File: config.mk
export PLATFORM = sky130hd
export DESIGN_NAME = s27_scan_ctrl
export DESIGN_NICKNAME = d
export VERILOG_FILES = /design/src/rtl/s27_test_pkg.sv /design/src/rtl/s27_scan.sv /design/src/rtl/s27_scan_ctrl.sv
export SDC_FILE = /design/constraint.sdc
export NUM_CORES = 1
export LEC_CHECK = 0
export CAP_MARGIN = 10
export CORE_UTILIZATION = 30
export CTS_BUF_LIST = sky130_fd_sc_hd__clkbuf_8
export DETAILED_ROUTE_END_ITERATION = 10
export GPL_TIMING_DRIVEN = 0
export SYNTH_ARGS = -nofsm -noshare
export SYNTH_HDL_FRONTEND = slang
export SYNTH_HIERARCHICAL = 1
export SYNTH_SLANG_ARGS = --single-unit
File: constraint.sdc
create_clock -name CK -period 2.4 [get_ports CK]
set_clock_uncertainty 0.05 [all_clocks]
set_input_delay 0.48 -clock CK [delete_from_list [all_inputs] [get_ports CK]]
set_output_delay 0.48 -clock CK [all_outputs]
set_load 0.05 [all_outputs]
File: src/rtl/s27_test_pkg.sv
// rtl/s27_test_pkg.sv - shared types and defaults for the s27 scan test controller
package s27_test_pkg;

  // Default geometry of the s27 benchmark and its result counters
  localparam int unsigned DEF_SCAN_LEN = 3;
  localparam int unsigned DEF_PI_W     = 4;
  localparam int unsigned DEF_CNT_W    = 8;

  // Pattern sequencing states
  typedef enum logic [2:0] {
    S_IDLE    = 3'd0,
    S_LOAD    = 3'd1,
    S_CAPTURE = 3'd2,
    S_UNLOAD  = 3'd3,
    S_DONE    = 3'd4
  } scan_state_e;

  // Width of the shift step counter; never narrower than one bit
  function automatic int unsigned step_width(input int unsigned len);
    return (len > 1) ? $clog2(len) : 1;
  endfunction

endpackage

File: src/rtl/s27_scan.sv
// rtl/s27_scan.sv - ISCAS89 s27 core with a scan mux in front of each flip-flop
module s27_scan (
  input  logic CK,
  input  logic SE,
  input  logic SI,
  input  logic G0,
  input  logic G1,
  input  logic G2,
  input  logic G3,
  output logic SO,
  output logic G17
);

  // Supply rails of the original netlist, tied off here
  logic gnd;
  logic vdd;
  assign gnd = 1'b0;
  assign vdd = 1'b1;

  // Core state: G5 = DFF_0, G6 = DFF_1, G7 = DFF_2
  logic g5_q;
  logic g6_q;
  logic g7_q;

  logic g8, g9, g10, g11, g12, g13, g14, g15, g16;

  // Combinational s27 netlist
  assign g14 = ~G0;
  assign g8  = g14 & g6_q & vdd;
  assign g12 = ~(G1 | g7_q);
  assign g15 = g12 | g8 | gnd;
  assign g16 = G3 | g8;
  assign g9  = ~(g16 & g15);
  assign g11 = ~(g5_q | g9);
  assign g10 = ~(g14 | g11);
  assign g13 = ~(G2 | g12);
  assign G17 = ~g11;

  // Scan-out taps the last flip-flop of the chain
  assign SO = g7_q;

  // Each flop takes its chain predecessor when SE=1, its functional D-input otherwise
  always_ff @(posedge CK) begin
    g5_q <= SE ? SI   : g10;
    g6_q <= SE ? g5_q : g11;
    g7_q <= SE ? g6_q : g13;
  end

endmodule

File: src/rtl/s27_scan_ctrl.sv
// rtl/s27_scan_ctrl.sv - applies one scan pattern to s27 and scores the response
module s27_scan_ctrl
  import s27_test_pkg::*;
#(
  parameter int unsigned SCAN_LEN = DEF_SCAN_LEN,
  parameter int unsigned PI_W     = DEF_PI_W,
  parameter int unsigned CNT_W    = DEF_CNT_W
) (
  input  logic                CK,
  input  logic                RST,
  input  logic                START,
  output logic                READY,
  input  logic [SCAN_LEN-1:0] PAT_ST,
  input  logic [PI_W-1:0]     PAT_PI,
  input  logic [SCAN_LEN-1:0] EXP_ST,
  input  logic                EXP_PO,
  input  logic [SCAN_LEN:0]   EXP_MASK,
  input  logic                CLR,
  output logic                DONE,
  output logic                PASS,
  output logic [CNT_W-1:0]    PAT_CNT,
  output logic [CNT_W-1:0]    FAIL_CNT
);

  localparam int unsigned           STEP_W    = step_width(SCAN_LEN);
  localparam logic [STEP_W-1:0]     LAST_STEP = STEP_W'(SCAN_LEN - 1);

  scan_state_e         state_q;
  logic [STEP_W-1:0]   step_q;

  // Latched pattern; the state-side vectors are consumed MSB-first by shifting
  logic [SCAN_LEN-1:0] load_sh_q;
  logic [SCAN_LEN-1:0] exp_sh_q;
  logic [SCAN_LEN-1:0] mask_sh_q;
  logic [PI_W-1:0]     pi_q;
  logic                exp_po_q;
  logic                mask_po_q;

  logic                fail_q;
  logic                ready_q;
  logic                done_q;
  logic                pass_q;
  logic [CNT_W-1:0]    pat_cnt_q;
  logic [CNT_W-1:0]    fail_cnt_q;

  logic                se;
  logic                si;
  logic                so;
  logic                g17;
  logic                po_miss;
  logic                so_miss;

  // Scan enable only while shifting; SI feeds the pattern during LOAD and zeros during UNLOAD
  assign se = (state_q == S_LOAD) || (state_q == S_UNLOAD);
  assign si = (state_q == S_LOAD) ? load_sh_q[SCAN_LEN-1] : 1'b0;

  // Masked comparisons: PO during CAPTURE, scan-out during each UNLOAD step
  assign po_miss = mask_po_q && (g17 != exp_po_q);
  assign so_miss = mask_sh_q[SCAN_LEN-1] && (so != exp_sh_q[SCAN_LEN-1]);

  s27_scan u_core (
    .CK  (CK),
    .SE  (se),
    .SI  (si),
    .G0  (pi_q[0]),
    .G1  (pi_q[1]),
    .G2  (pi_q[2]),
    .G3  (pi_q[3]),
    .SO  (so),
    .G17 (g17)
  );

  // Pattern sequencer with registered handshake, result and counter outputs
  always_ff @(posedge CK or posedge RST) begin
    if (RST) begin
      state_q    <= S_IDLE;
      step_q     <= '0;
      load_sh_q  <= '0;
      exp_sh_q   <= '0;
      mask_sh_q  <= '0;
      pi_q       <= '0;
      exp_po_q   <= 1'b0;
      mask_po_q  <= 1'b0;
      fail_q     <= 1'b0;
      ready_q    <= 1'b1;
      done_q     <= 1'b0;
      pass_q     <= 1'b0;
      pat_cnt_q  <= '0;
      fail_cnt_q <= '0;
    end else begin
      done_q <= 1'b0;
      case (state_q)
        S_IDLE: begin
          if (START) begin
            load_sh_q <= PAT_ST;
            exp_sh_q  <= EXP_ST;
            mask_sh_q <= EXP_MASK[SCAN_LEN-1:0];
            mask_po_q <= EXP_MASK[SCAN_LEN];
            exp_po_q  <= EXP_PO;
            pi_q      <= PAT_PI;
            fail_q    <= 1'b0;
            step_q    <= '0;
            ready_q   <= 1'b0;
            state_q   <= S_LOAD;
          end
        end
        S_LOAD: begin
          load_sh_q <= load_sh_q << 1;
          if (step_q == LAST_STEP) begin
            step_q  <= '0;
            state_q <= S_CAPTURE;
          end else begin
            step_q <= step_q + 1'b1;
          end
        end
        S_CAPTURE: begin
          if (po_miss) begin
            fail_q <= 1'b1;
          end
          state_q <= S_UNLOAD;
        end
        S_UNLOAD: begin
          if (so_miss) begin
            fail_q <= 1'b1;
          end
          exp_sh_q  <= exp_sh_q << 1;
          mask_sh_q <= mask_sh_q << 1;
          if (step_q == LAST_STEP) begin
            step_q  <= '0;
            state_q <= S_DONE;
          end else begin
            step_q <= step_q + 1'b1;
          end
        end
        S_DONE: begin
          done_q    <= 1'b1;
          pass_q    <= ~fail_q;
          pat_cnt_q <= pat_cnt_q + 1'b1;
          if (fail_q && (fail_cnt_q != {CNT_W{1'b1}})) begin
            fail_cnt_q <= fail_cnt_q + 1'b1;
          end
          ready_q   <= 1'b1;
          state_q   <= S_IDLE;
        end
        default: begin
          ready_q <= 1'b1;
          state_q <= S_IDLE;
        end
      endcase
      // Clear overrides any count taken on the same edge
      if (CLR) begin
        pat_cnt_q  <= '0;
        fail_cnt_q <= '0;
      end
    end
  end

  assign READY    = ready_q;
  assign DONE     = done_q;
  assign PASS     = pass_q;
  assign PAT_CNT  = pat_cnt_q;
  assign FAIL_CNT = fail_cnt_q;

endmodule

==> results.json <==
{
  "status": "finished, final reports clean",
  "fin_setup_tns_ns": 0,
  "die_h_um": 82.9,
  "drive_gt1_share_pct": 10.0,
  "grt_max_degree": 41,
  "ys.flop_type": "dfrtp_1",
  "ys_ff_latch": 43,
  "drc": 0,
  "synth_edf_count": 0,
  "worstPathMaxFanout": 2,
  "pin_count": 38,
  "avgSynthCellArea_um2": 10.6,
  "initial_utilization_pct": 31.0,
  "dp_hpwl_um": 2600,
  "portBuffers": 36,
  "worstSetupPathType": "register to primary output",
  "grt_pass1_vias": 1440,
  "dieWidth_um": 82.9,
  "ys_seq_area_share_pct": 54.0,
  "ir_drop_v": 0.000443,
  "placed_cells_incl_taps": 298,
  "cts_tree": "built",
  "cts_root_buffer": "clkbuf_8",
  "timing.final.crit_share_pct": 89.8,
  "drt-total-wl_um": 3720,
  "cts.sinks": 43,
  "nNetsFinal": 249,
  "dr.pass1.iters": 4,
  "hp-class": "register to register",
  "dieArea_mm2": 0.00688,
  "htreeDepth": 2,
  "rsz0062_at_grt": "false",
  "core_mm2": 0.00635,
  "dr_total_vias": 1479,
  "cpPeakStageDelay_ns": 0.80,
  "synth_top_cell_by_area": "dfrtp_1",
  "synth_area_mm2": 0.00197,
  "synth.area.top_cells": "dfrtp_1, mux2i_1, nor2_1, nand2_1, mux2_2",
  "grt_pass1_wl_um": 6760,
  "stdcell_count": 306,
  "clk_latency_ns": 0.29,
  "final_common_cell": "dfrtp_1",
  "cts-hold-fix-buffers": 0,
  "antenna_found_initial": 0,
  "ant_nets": 0,
  "cp.arrival_ns": 1.63,
  "max_slew_margin_pct": 43.1,
  "syn_nets": 206,
  "cts_buffer_depth": 2,
  "hold_viol": 0,
  "grt_use_total_pct": 11.9,
  "slew_violations": 0,
  "period_needed_ns": 2.16,
  "cp_num_buf_inv": 1,
  "required_ns": 1.87,
  "async_flop_share_pct": 93.0,
  "power_density_mw_per_mm2": 885,
  "cp_cell_sequence": "clkdlybuf4s50_1",
  "yosysTopAreaCellShare_pct": 49.6,
  "fmax_ghz": 0.464,
  "wl_per_cell_um": 12.2,
  "yosys_warnings": 6,
  "p_leak_nw": 1.04,
  "synth_cell_types": 39,
  "area_growth_pct": 28.5,
  "layout_common_cells": "dfrtp_1, clkdlybuf4s50_1, nor2_1",
  "finalSetupViolations": 0,
  "crit_slowest_cell": "clkdlybuf4s50_1",
  "end_kind": "primary output",
  "drv_cap": 0,
  "cpLargestDelayFamily": "buffers and inverters",
  "final_core_util_pct": 39.8,
  "cts_buffers": 5,
  "cp-start-kind": "register",
  "viasPerCell": 4.83,
  "tightest_slew_ns": 0.852,
  "fillers": 633,
  "cts.repair.resized": 0,
  "drt-initial-drc-count": 41,
  "syn_inst": 185,
  "path_clk_slew_ns": 0.08,
  "post_cts.repair.setup_buffers": 0,
  "gp_congestion": 0.728,
  "n_antenna_cell": 0,
  "rows": 29,
  "grt-ovfl-total": 0
}
[sequential cells by signal, indices dropped and copies added, names as in the netlist, 2 cells and up]
| register | flops |
|---|---|
| mask_sh_q | 3 |
| exp_sh_q | 3 |
| state_q | 3 |
| load_sh_q | 3 |
| pi_q | 4 |
| step_q | 2 |
| FAIL_CNT | 8 |
| PAT_CNT | 8 |
[cell type report]
class | instances | area (um^2) | share of cell area (%)
sequential | 43 | 1060 | 42.1
multi-input combinational | 129 | 835 | 33.0
timing repair buffer | 36 | 360 | 14.3
clock buffer | 7 | 96.3 | 3.81
tap | 77 | 96.3 | 3.81
buffer | 8 | 50.0 | 1.98
inverter | 5 | 18.8 | 0.743
clock inverter | 1 | 7.51 | 0.297
[cells in the mapped netlist (3+ instances only)]
| cell | count |
|---|---|
| a21oi_1 | 6 |
| clkbuf_1 | 3 |
| dfrtp_1 | 39 |
| dfxtp_1 | 3 |
| inv_1 | 4 |
| mux2_2 | 6 |
| mux2i_1 | 11 |
| nand2_1 | 18 |
| nand3_1 | 6 |
| nand4_1 | 4 |
| nor2_1 | 20 |
| o21ai_0 | 11 |
| o31ai_1 | 7 |
| or4_1 | 4 |
| xnor2_1 | 5 |
| xor2_1 | 7 |
[tightest hold or removal path, stage by stage, from the launching register on]
cell,delay [ns]
dfxtp_1,0.33
nand2_1,0.05
o31ai_1,0.05
[power by group]
| group | internal [mW] | switching, mW | leakage, nW |
|---|---|---|---|
| registers | 0.926 | 0.143 | 0.553 |
| clock network | 0.262 | 0.247 | 0.0505 |
| logic | 0.310 | 0.348 | 0.435 |
[layer usage]
metal	track usage, %	vias up	share of wire (%)
met1	15.6	702	48
met2	19.1	40	46
met5	0	-	0
met4	3.76	0	1.0
met3	3.48	5	5.2
li1	-	732	-
[through the flow]
stage               setup slack (ns)  power [mW]  instance area [um^2]  hold WS [ns]
floorplan                      0.456        1.57                  1970         0.371
global placement            -0.00139        1.73                  2420         0.386
detailed placement             0.173        1.76                  2420         0.394
CTS                            0.221        2.28                  2530         0.415
global route                   0.201        2.40                  2530         0.435
finish                         0.244        2.24                  2530         0.409
[final timing paths]
kind,start,endpoint,slack (ns),cells past startpoint
setup reg to reg,state_q[1]$_DFFE_PP0P_,mask_sh_q[2]$_DFFE_PP0P_,0.58,6
min in group asynchronous,RST,state_q[0]$_DFFE_PP0P_,0.63,2
hold reg to reg,u_core/g6_q$_DFF_P_,u_core/SO$_DFF_P_,0.41,2
setup / recovery,READY$_DFFE_PP1P_,READY,0.24,1
max in group asynchronous,RST,load_sh_q[1]$_DFFE_PP0P_,1.13,2
hold / removal,u_core/g6_q$_DFF_P_,u_core/SO$_DFF_P_,0.41,2
[cells by family (layout without fill, tap and decap cells)]
group           after synthesis  count (layout)  share of synthesized area, %
compound gates               30              30                          9.42
simple gates                 68              68                          17.4
flops                        43              43                          54.0
buf+inv                      13              57                          3.50
xor+xnor                     12              12                          5.35
fa+ha+maj                     2               2                          1.27
mux                          17              17                          9.04
Power figures use the tool's default switching activity.
